File: src/rtl/uart_send.sv
// uart_send: FIFO-buffered 8N1 UART transmitter with back-to-back frames.
// txd and tfin are registered, so they trail the FSM state by one cycle.
module uart_send #(
    parameter int CLKS_PER_BIT = 5208,
    parameter int FIFO_DEPTH   = 4
) (
    input  logic       clk,
    input  logic       rst,
    input  logic       send_ce,
    input  logic [7:0] din,
    output logic       full,
    output logic       txd,
    output logic       busy,
    output logic       tfin
);
    localparam int BW = (CLKS_PER_BIT > 1) ? $clog2(CLKS_PER_BIT) : 1;
    localparam int AW = $clog2(FIFO_DEPTH);
    localparam logic [BW-1:0] LAST = BW'(CLKS_PER_BIT - 1);

    typedef enum logic [1:0] {IDLE, START, DATA, STOP} state_t;

    state_t        state_q, state_d;
    logic [BW-1:0] baud_q, baud_d;
    logic [2:0]    idx_q, idx_d;
    logic [7:0]    sh_q, sh_d;
    logic [AW-1:0] wp_q, wp_d, rp_q, rp_d;
    logic [AW:0]   cnt_q, cnt_d;
    logic          txd_q, txd_d, tfin_q, tfin_d;
    logic [7:0]    mem [FIFO_DEPTH];
    logic          push, pop, bit_end;

    assign full = cnt_q == (AW+1)'(FIFO_DEPTH);
    assign busy = (state_q != IDLE) || (cnt_q != '0);
    assign txd  = txd_q;
    assign tfin = tfin_q;

    always_comb begin
        push    = send_ce && !full;
        bit_end = baud_q == LAST;
        // A pop happens from IDLE or at the final edge of a stop bit, so frames chain with no gap.
        pop     = (state_q == IDLE || (state_q == STOP && bit_end)) && cnt_q != '0;
        state_d = state_q;
        baud_d  = (state_q == IDLE || bit_end) ? '0 : baud_q + 1'b1;
        idx_d   = idx_q;
        sh_d    = sh_q;
        case (state_q)
            IDLE: begin
                if (pop) begin
                    state_d = START;
                    sh_d    = mem[rp_q];
                    idx_d   = '0;
                end
            end
            START: state_d = bit_end ? DATA : START;
            DATA: begin
                if (bit_end) begin
                    sh_d  = {1'b0, sh_q[7:1]};
                    idx_d = idx_q + 3'd1;
                    if (idx_q == 3'd7) state_d = STOP;
                end
            end
            STOP: begin
                if (bit_end) begin
                    state_d = pop ? START : IDLE;
                    if (pop) begin
                        sh_d  = mem[rp_q];
                        idx_d = '0;
                    end
                end
            end
            default: state_d = IDLE;
        endcase
        txd_d  = (state_q == START) ? 1'b0 : (state_q == DATA) ? sh_q[0] : 1'b1;
        tfin_d = state_q == STOP && bit_end;
        wp_d   = push ? wp_q + 1'b1 : wp_q;
        rp_d   = pop ? rp_q + 1'b1 : rp_q;
        cnt_d  = cnt_q + {{AW{1'b0}}, push} - {{AW{1'b0}}, pop};
    end

    always_ff @(posedge clk or posedge rst) begin
        if (rst) begin
            state_q <= IDLE;
            baud_q  <= '0;
            idx_q   <= '0;
            sh_q    <= '0;
            wp_q    <= '0;
            rp_q    <= '0;
            cnt_q   <= '0;
            txd_q   <= 1'b1;
            tfin_q  <= 1'b0;
        end else begin
            state_q <= state_d;
            baud_q  <= baud_d;
            idx_q   <= idx_d;
            sh_q    <= sh_d;
            wp_q    <= wp_d;
            rp_q    <= rp_d;
            cnt_q   <= cnt_d;
            txd_q   <= txd_d;
            tfin_q  <= tfin_d;
        end
    end

    always_ff @(posedge clk) begin
        if (push) mem[wp_q] <= din;
    end
endmodule

File: config.mk
export PLATFORM = sky130hd
export DESIGN_NAME = uart_send
export DESIGN_NICKNAME = d
export VERILOG_FILES = /design/src/rtl/uart_send.sv
export SDC_FILE = /design/constraint.sdc
export NUM_CORES = 1
export LEC_CHECK = 0
export ABC_CLOCK_PERIOD_IN_PS = 3500
export BUFFER_PORTS_ARGS = -buffer_cell sky130_fd_sc_hd__buf_2
export CAP_MARGIN = 20
export CORE_MARGIN = 5
export CORE_UTILIZATION = 25
export CTS_BUF_LIST = sky130_fd_sc_hd__clkbuf_4 sky130_fd_sc_hd__clkbuf_8 sky130_fd_sc_hd__clkbuf_16
export DETAILED_ROUTE_END_ITERATION = 12
export PLACE_DENSITY = 0.36
export REMOVE_ABC_BUFFERS = 1
export SETUP_SLACK_MARGIN = 0.3
export SLEW_MARGIN = 20
export SYNTH_ARGS = -nofsm -noshare
export SYNTH_HDL_FRONTEND = slang
export SYNTH_SLANG_ARGS = --single-unit
File: constraint.sdc
create_clock -name clk -period 3.5 [get_ports clk]
set_clock_uncertainty 0.1 [all_clocks]
set_input_delay 0.35 -clock clk [delete_from_list [all_inputs] [get_ports clk]]
set_output_delay 0.35 -clock clk [all_outputs]
set_load 0.02 [all_outputs]
=== Word-level counts from Yosys, hierarchy flattened ===
Memory sizes are Yosys's and may differ from the RTL's.
Cells that the tools add are included.

* Register bits after elaboration: 35
* RAM bits: 32
* Logic and storage cells: 59
* Memories: 1

{| class="wikitable"
|+ Memory list
! name !! words !! width !! rd ports !! clocked after memory_dff !! write ports !! line !! text
|-
| mem || 4 || 8 || 1 || 0 || 1 || 29 || <nowiki>logic [7:0] mem [FIFO_DEPTH];</nowiki>
|}

* Add/subtract/negate cells: 6
* Equality and inequality tests: 10
* Muxes and demuxes: 20
* Reduce and logical (&&, ||, !) cells: 13

{| class="wikitable"
|+ Operator list
! kind !! count
|-
| two-way mux 8 bit || 3
|-
| one-hot mux 8 bit (3 select lines) || 1
|-
| adder 13 x 1 -> 13 bit (second input constant) || 1
|-
| equality test 13 bit (second input constant) || 1
|-
| two-way mux 13 bit || 1
|-
| two-way mux 2 bit || 5
|-
| two-way mux 3 bit || 3
|-
| one-hot mux 3 bit (3 select lines) || 1
|-
| inequality test 2 bit (second input constant) || 4
|-
| one-hot mux 2 bit (4 select lines) || 1
|-
| equality test 3 bit (second input constant) || 2
|-
| nonzero test 3 bit || 2
|-
| two-way mux 1 bit || 5
|-
| adder 2 x 1 -> 2 bit (second input constant) || 2
|-
| equality test 2 bit (second input constant) || 2
|-
| AND reduction 4 bit || 1
|-
| adder 3 x 1 -> 3 bit || 1
|-
| adder 3 x 1 -> 3 bit (second input constant) || 1
|-
| logical AND 1 bit || 3
|-
| logical OR 1 bit || 3
|-
| AND reduction 3 bit || 1
|-
| subtractor 3 x 1 -> 3 bit || 1
|-
| equality test 2 x 1 -> 1 bit (second input constant) || 1
|-
| zero test 2 bit || 1
|-
| 2 further kinds || 2
|}

=== Depth between registers and ports, before layout ===
Gate-level depths: netlist of run 1.

* Depth after elaboration: 7
* Mapped depth: 12
* Mapped depth without buffers: 12

=== Least setup slack after synthesis of run 1 ===
No wires, ideal clock.

* Path type: register to register
* Start: register baud_q[0]
* End: register cnt_q[2]
* Data arrival time: 2.690 ns
* Setup slack: 0.584 ns
* Stages on the path, launching flop included: 13
* Path buffers: 0
* Period minus slack after synthesis: 2.916 ns
* Cells stage by stage: dfrtp_1 > ha_1 > or4b_4 > a211oi_1 > nand2_1 > inv_1 > ha_1 > inv_1 > ha_1 > inv_1 > fa_1 > xnor2_1 > xnor2_1

* Longest elaborated chain between the ends: 5

{| class="wikitable"
|+ Ends and longest elaborated chain
! item !! line !! text
|-
| start: declaration || 23 || <nowiki>logic [BW-1:0] baud_q, baud_d;</nowiki>
|-
| start signal: assignment || 93 || <nowiki>baud_q <= baud_d;</nowiki>
|-
| equality test 13 bit || 39 || <nowiki>bit_end = baud_q == LAST;</nowiki>
|-
| logical AND 1 bit || 41 || <nowiki>pop = (state_q == IDLE || (state_q == STOP && bit_end)) && cnt_q != '0;</nowiki>
|-
| logical OR 1 bit || 41 ||
|-
| logical AND 1 bit || 41 ||
|-
| named net pop || 30 || <nowiki>logic push, pop, bit_end;</nowiki>
|-
| subtractor 3 x 1 -> 3 bit || 77 || <nowiki>cnt_d = cnt_q + {{AW{1'b0}}, push} - {{AW{1'b0}}, pop};</nowiki>
|-
| named net cnt_d[2] || 27 || <nowiki>logic [AW:0] cnt_q, cnt_d;</nowiki>
|-
| end signal: assignment || 98 || <nowiki>cnt_q <= cnt_d;</nowiki>
|-
| end: declaration || 27 ||
|}

The timed path passes the listed nets, and every way through them passes these cells.
A chain may end at the register's enable or synchronous reset.

=== Worst setup path after layout of run 1 ===
Same ends and word-level chain as after synthesis.

==> reports/metrics.cfg, run 1 <==
[global_route]
grt_overflow_total=0
grt_max_degree=19
global_route_total_usage_across_every_layer_pct=8.84
vias_in_the_first_global_route=1730
grt_first_pass_wirelength_mm=9.49
antenna_found_initial=0

[drt]
dr.max_layer_used=met4
met3WireLength_um=221
m1WireLength_mm=2.77
dr.first_iter.drc_count=120
wl_per_cell_um=15.0
drt-vias-per-instance=4.31
routed_wl_mm=5.74
drc=0
via_count=1645
detailroute.wirelength.met2_mm=2.68
dr.pass1.iters=4
route.antenna.remaining_nets=0

[power_and_ir_drop]
leakagePower_nw=1.34
vdd.ir_drop.worst_uv=308
power.density_cell_area_nw_per_um2=701

[hold_path]
hold_path_class=in -> async

[sta]
holdWs_ns=0.0320
max-slew-margin-rel_pct=52.7
final_max_slew_viol_count=0
max_slew.worst_pin.slew_ns=0.708
layout_worst_path_cycle_share_pct=82.0
post-route-min-period_ns=2.87
timing.fmax_mhz=348
final_hold_viol_count=0
setup_viol=0
totalNegativeSetupSlack_ns=0
unrepaired_setup_endpoints_after_global_routing=no

[synth]
synth-main-ff-cell=dfrtp_1
post_synth_inst_count=213
synth_area_leader_cell=edfxtp_1
synthArstFlopShare_pct=52.2
yosys.cell_count.top_type=dfrtp_1
post-synth-top-area-fraction_pct=32.5
post_synth.cell_area_avg_sq_um=13.9
postSynthRegisterBits=67
top_post_synthesis_cells_by_area=edfxtp_1 33%, dfrtp_1 29%, mux4_2 6.1%
synthDistinctLibCells=39
post_synth_most_frequent_cells=34 x dfrtp_1, 32 x edfxtp_1, 19 x nor2_1
synth-seq-area-share_pct=62.2
post_synth_instance_area_sq_um=2950
synth-edff-count=32
ys_warn_count=0

[placed_design]
global_placement_routability_congestion=0.692
detailedPlacementHpwl_mm=3.86
io_buffers=14

[setup_path]
reg2reg_setup_slack_ns=0.63
worstSetupEndpoint=cnt_q[2]
worst_ep_arrival_time_ns=2.98
startpoint_type=register
r2r_start=baud_q[0]
path_class=reg -> reg
r2r_depth=12
path_max_fanout=5
reg2reg_to=cnt_q[2]
required_ns=3.61
critPathCaptureType=register
critPathLaunch=baud_q[0]

[floorplan]
boundaryPins=15
die_h_um=119
die_area_sq_um=14100
design.core.area_sq_um=11500
die_w_um=119
core.rowCount=39
effective_utilization_at_floorplan_pct=25.7

[status]
outcome=complete, no violations

[finish]
insertedDiodeCount=0
layout-drive-gt1-share_pct=23.4
area.growth.synth_to_final_pct=19.0
final_nets=255

[cts]
cts_inserted_buffers=9
clock-root-buffer=clkbuf_16
clock_pin_slew_of_the_registers_on_the_worst_case_setup_and_hold_paths_ns=0.06
postCtsHoldBufs=0
clock_sink_count=67
cts_buffer_depth=2
post-cts-setup-buffers=0
tritoncts=yes
clkLatencyLatePin_ns=0.33
clock_tree.htree_level_count=3

[job]
max-cap-violations=0

-- stage by stage --
stage               total power [mW]  util, %  std cells  area, sq um  setup WS, ns
finish                          2.47     30.5        382         3510         0.629
global route                    2.61     30.5        382         3510         0.402
CTS                             2.51     30.5        382         3510         0.510
detailed placement              1.52     27.7        366         3190         0.534
global placement                1.52     27.7        366         3190         0.565
floorplan                       1.39        -        206         2910         0.584
-- cell families (layout without fill, tap and decap cells) --
kind of cell | count (synthesis) | after routing | synth area share, %
simple gates | 68 | 68 | 12.6
flops | 67 | 67 | 62.2
buf+inv | 23 | 49 | 3.39
xor+xnor | 18 | 18 | 5.34
compound gates | 16 | 16 | 4.79
mux | 11 | 11 | 7.20
fa+ha+maj | 10 | 10 | 4.49
-- timing repair --
action | CTS | global route
gates resized for setup | 0 | 1
hold endpoints to repair | 0 | 0
setup endpoints to repair | 0 | 1
-- worst min path at each step --
stage | from | end | slack (ns)
final | rst | rp_q[0] | 0.03
after global routing | rst | baud_q[5] | 0.09
after CTS | rst | baud_q[5] | 0.06
after detailed placement | idx_q[0] | idx_q[0] | 0.39
after global placement | idx_q[0] | idx_q[0] | 0.38
after floorplan | din[0] | mem[0][0] | 0.35
-- routing by layer --
metal	up-vias	track usage, %
met5	-	0
met3	9	4.15
met4	0	2.39
met1	809	11.2
met2	23	13.6
li1	804	-
-- registers in the layout, indices dropped and copies added, names as in the netlist, named ones only --
signal and flops:
mem 32, baud_q 13, sh_q 8, cnt_q 3
idx_q 3, rp_q 2, wp_q 2, state_q 1
tfin 1, txd 1
-- cells in the final DEF, fill, tap and decap left out, types with 2 or more instances in the layout --
master / netlist / routed
and2_1: 4 / 4
buf_2: 2 / 14
buf_4: 1 / 3
bufinv_16: 0 / 2
clkbuf_16: 0 / 9
dfrtp_1: 34 / 34
edfxtp_1: 32 / 32
ha_1: 9 / 9
inv_1: 16 / 16
inv_6: 0 / 2
mux2_2: 2 / 2
mux4_2: 8 / 8
nand2_1: 8 / 8
nand2b_1: 2 / 2
nand3_1: 8 / 8
nor2_1: 19 / 19
nor2b_1: 3 / 3
nor3_1: 4 / 4
nor4_1: 5 / 5
o21ai_0: 3 / 3
o221a_2: 7 / 7
or2_0: 7 / 7
or4b_4: 2 / 2
xnor2_1: 15 / 15
xor2_1: 3 / 3
-- layout make-up --
type	count	area [sq um]
well taps	143	179
clock inverters	7	98.8
inverters	16	60.1
clock buffers	9	225
repair buffers	17	92.6
flip-flops and latches	67	1840
fillers	1158	8000
multi-input cells	123	1020
-- power breakdown --
part | switching, mW | internal, mW | leakage (nW)
registers | 0.114 | 1.00 | 0.723
logic | 0.199 | 0.177 | 0.465
clock network | 0.347 | 0.628 | 0.156
-- critical path, cell delays in order (launching register included) --
cell and delay [ns]:
dfrtp_1 0.40, ha_1 0.27, or4b_4 0.52, a211oi_2 0.23, nand2_1 0.10, inv_1 0.06
ha_1 0.21, inv_1 0.05, ha_1 0.13, inv_1 0.04, fa_1 0.37, xnor2_1 0.14
xnor2_1 0.12
No activity file was read; power rests on OpenSTA's default activity.
==> inputs of run 2 (changes only) <==
--- a/config.mk
+++ b/config.mk
@@ -5,7 +5,7 @@
 export SDC_FILE = /design/constraint.sdc
 export NUM_CORES = 1
 export LEC_CHECK = 0
-export ABC_CLOCK_PERIOD_IN_PS = 3500
+export ABC_CLOCK_PERIOD_IN_PS = 3000
 export BUFFER_PORTS_ARGS = -buffer_cell sky130_fd_sc_hd__buf_2
 export CAP_MARGIN = 20
 export CORE_MARGIN = 5
==> constraint.sdc (replaced) <==
create_clock -name clk -period 3 [get_ports clk]
set_clock_uncertainty 0.1 [all_clocks]
set_input_delay 0.3 -clock clk [delete_from_list [all_inputs] [get_ports clk]]
set_output_delay 0.3 -clock clk [all_outputs]
set_load 0.02 [all_outputs]
==> reports/metrics.cfg, run 2 (synthesis results as in run 1) <==
[sta]
timing.fmax_mhz=371
totalNegativeSetupSlack_ns=0
final_max_slew_viol_count=0
post-route-worst-setup-slack_ns=0.304
setup_viol=0
layout_worst_path_cycle_share_pct=89.9
post-route-min-period_ns=2.70
final_hold_viol_count=0
max-slew-margin-rel_pct=55.1
max_slew.worst_pin.slew_ns=0.668
unrepaired_setup_endpoints_after_global_routing=yes

[global_route]
grt_overflow_total=0
antenna_found_initial=0
grt_max_degree=36
grt_first_pass_wirelength_mm=10.0
vias_in_the_first_global_route=1853
global_route_total_usage_across_every_layer_pct=9.21

[power_and_ir_drop]
swShare_pct=27.7
comb_power_share_pct=18.3
internal_power_mw=2.08
power_frac_seq_pct=44.8
power.density_cell_area_nw_per_um2=790
clock_power_share_pct=36.8
vdd.ir_drop.worst_uv=293
net_switching_mw=0.797
leakagePower_nw=1.41

[finish]
insertedDiodeCount=0
final_nets=272
stdcell_count=399
registers.top_by_ff_count=mem
area.growth.synth_to_final_pct=23.3
regs_by_ff_count=mem: 32 flops, baud_q: 13 flops, sh_q: 8 flops
utilization_pct=31.6
largest_reg_flops=32
layout_commonest_cell=dfrtp_1
mostFrequentLayoutCells=34 x dfrtp_1, 32 x edfxtp_1, 19 x nor2_1, 19 x buf_4, 16 x inv_1
layout-drive-gt1-share_pct=28.9

[cts]
clkLatencyLatePin_ns=0.33
clock_sink_count=67
tritoncts=yes
clock_pin_slew_of_the_registers_on_the_worst_case_setup_and_hold_paths_ns=0.06
clock-root-buffer=clkbuf_16
clock_tree.htree_level_count=3
cts_inserted_buffers=9
cts_buffer_depth=2

[drt]
wl_per_cell_um=14.7
dr.first_iter.drc_count=115
drc=0
routed_wl_mm=5.86
route.antenna.remaining_nets=0
dr.pass1.iters=6
via_count=1730
drt-vias-per-instance=4.34

[setup_path]
required_ns=3.11
reg2reg_to=cnt_q[2]
worstPathBufferInverterCount=3
critPathCaptureType=register
path_max_fanout=2
cp_cell_instances=ha_2, or4b_4, a211oi_4, nand2_1, inv_1, ha_1, inv_1, ha_1, inv_1, fa_2, xnor2_2, xnor2_1
reg2reg_setup_slack_ns=0.30
path_class=reg -> reg
r2r_depth=12
crit_path_frequent_cell=inv_1
r2r_start=baud_q[1]
max_stage_delay_ns=0.48
critical-path-slowest-cell=or4b_4
worst_ep_arrival_time_ns=2.81
startpoint_type=register
critical-path-top-delay-family=adder cells

[floorplan]
boundaryPins=15
die_h_um=119
design.core.area_sq_um=11500
die_area_sq_um=14100
core.rowCount=39
effective_utilization_at_floorplan_pct=25.7
die_w_um=119

[hold_path]
hold_path_class=in -> reg
timing.hold.worst_path_depth=1
hold_path_startpoint=din[3]
timing.hold.worst_endpoint=mem[1][3]

[placed_design]
pre_cts_ws_ns=0.171
detailedPlacementHpwl_mm=3.94
dp.cells=375
io_buffers=14
global_placement_routability_congestion=0.704

[job]
max-cap-violations=0

[status]
outcome=complete, no violations

-- run 2: changes by cell type in the layout (fill, tap and decap cells not counted), sizes merged --
cell,previous run,this run
buf,17,33
bufinv,2,1
dlygate4sd3,0,1
clkinvlp,1,2
-- run 2: repair_timing --
action,4_1_cts,5_1_grt
endpoints found under the setup margin,2,2
gates resized for setup,3,2
hold endpoints to repair,9,0
hold buffers,1,0
gates cloned,0,0
pin swaps,5,5
setup buffers,4,3
-- run 2: final cells by class --
cell class | count | area, sq um
well taps | 143 | 179
inverters | 16 | 60.1
clock buffers | 9 | 225
repair buffers | 34 | 223
clock inverters | 7 | 75.1
multi-input cells | 123 | 1040
flip-flops and latches | 67 | 1840
fillers | 1163 | 7880
-- run 2: routing by layer --
metal  GRT usage, %  part of all wire, %  wire length, um
met4           3.69                  1.6               92
met5              0                    0                0
met2           13.9                   48             2790
met3           3.20                  4.2              247
met1           12.1                   47             2740
-- run 2: worst max-delay path by stage --
| stage | start | endpoint | slack [ns] | cells after the start |
|---|---|---|---|---|
| 4_1_cts | baud_q[0] | cnt_q[2] | 0.30 | 12 |
| 5_1_grt | baud_q[0] | cnt_q[2] | 0.17 | 12 |
| 3_3_place_gp | baud_q[1] | cnt_q[2] | 0.21 | 12 |
| 2_1_floorplan | baud_q[0] | cnt_q[2] | 0.08 | 12 |
| 3_5_place_dp | baud_q[1] | cnt_q[2] | 0.17 | 12 |
| 6_report | baud_q[1] | cnt_q[2] | 0.30 | 12 |
-- run 2: power groups by stage --
stage	Combinational, mW	Clock, mW	Sequential [mW]
4_1_cts	0.511	1.09	1.29
5_1_grt	0.603	1.13	1.32
6_report	0.528	1.06	1.29
2_1_floorplan	0.349	0	1.28
3_3_place_gp	0.488	0	1.31
3_5_place_dp	0.491	0	1.31
-- run 2: per-stage QoR --
| step | power [mW] | hold slack (ns) | area (sq um) |
|---|---|---|---|
| final | 2.88 | 0.0794 | 3640 |
| after CTS | 2.89 | 0.0718 | 3600 |
| after global routing | 3.05 | 0.0763 | 3640 |
| after global placement | 1.80 | 0.358 | 3250 |
| after floorplan | 1.63 | 0.299 | 2910 |
| after detailed placement | 1.80 | 0.367 | 3250 |
-- run 2: worst reg2reg max path, stage by stage (launching register included) --
cell	delay, ns
dfrtp_1	0.36
ha_2	0.18
or4b_4	0.48
a211oi_4	0.24
nand2_1	0.10
inv_1	0.07
ha_1	0.22
inv_1	0.05
ha_1	0.13
inv_1	0.05
fa_2	0.35
xnor2_2	0.14
xnor2_1	0.12
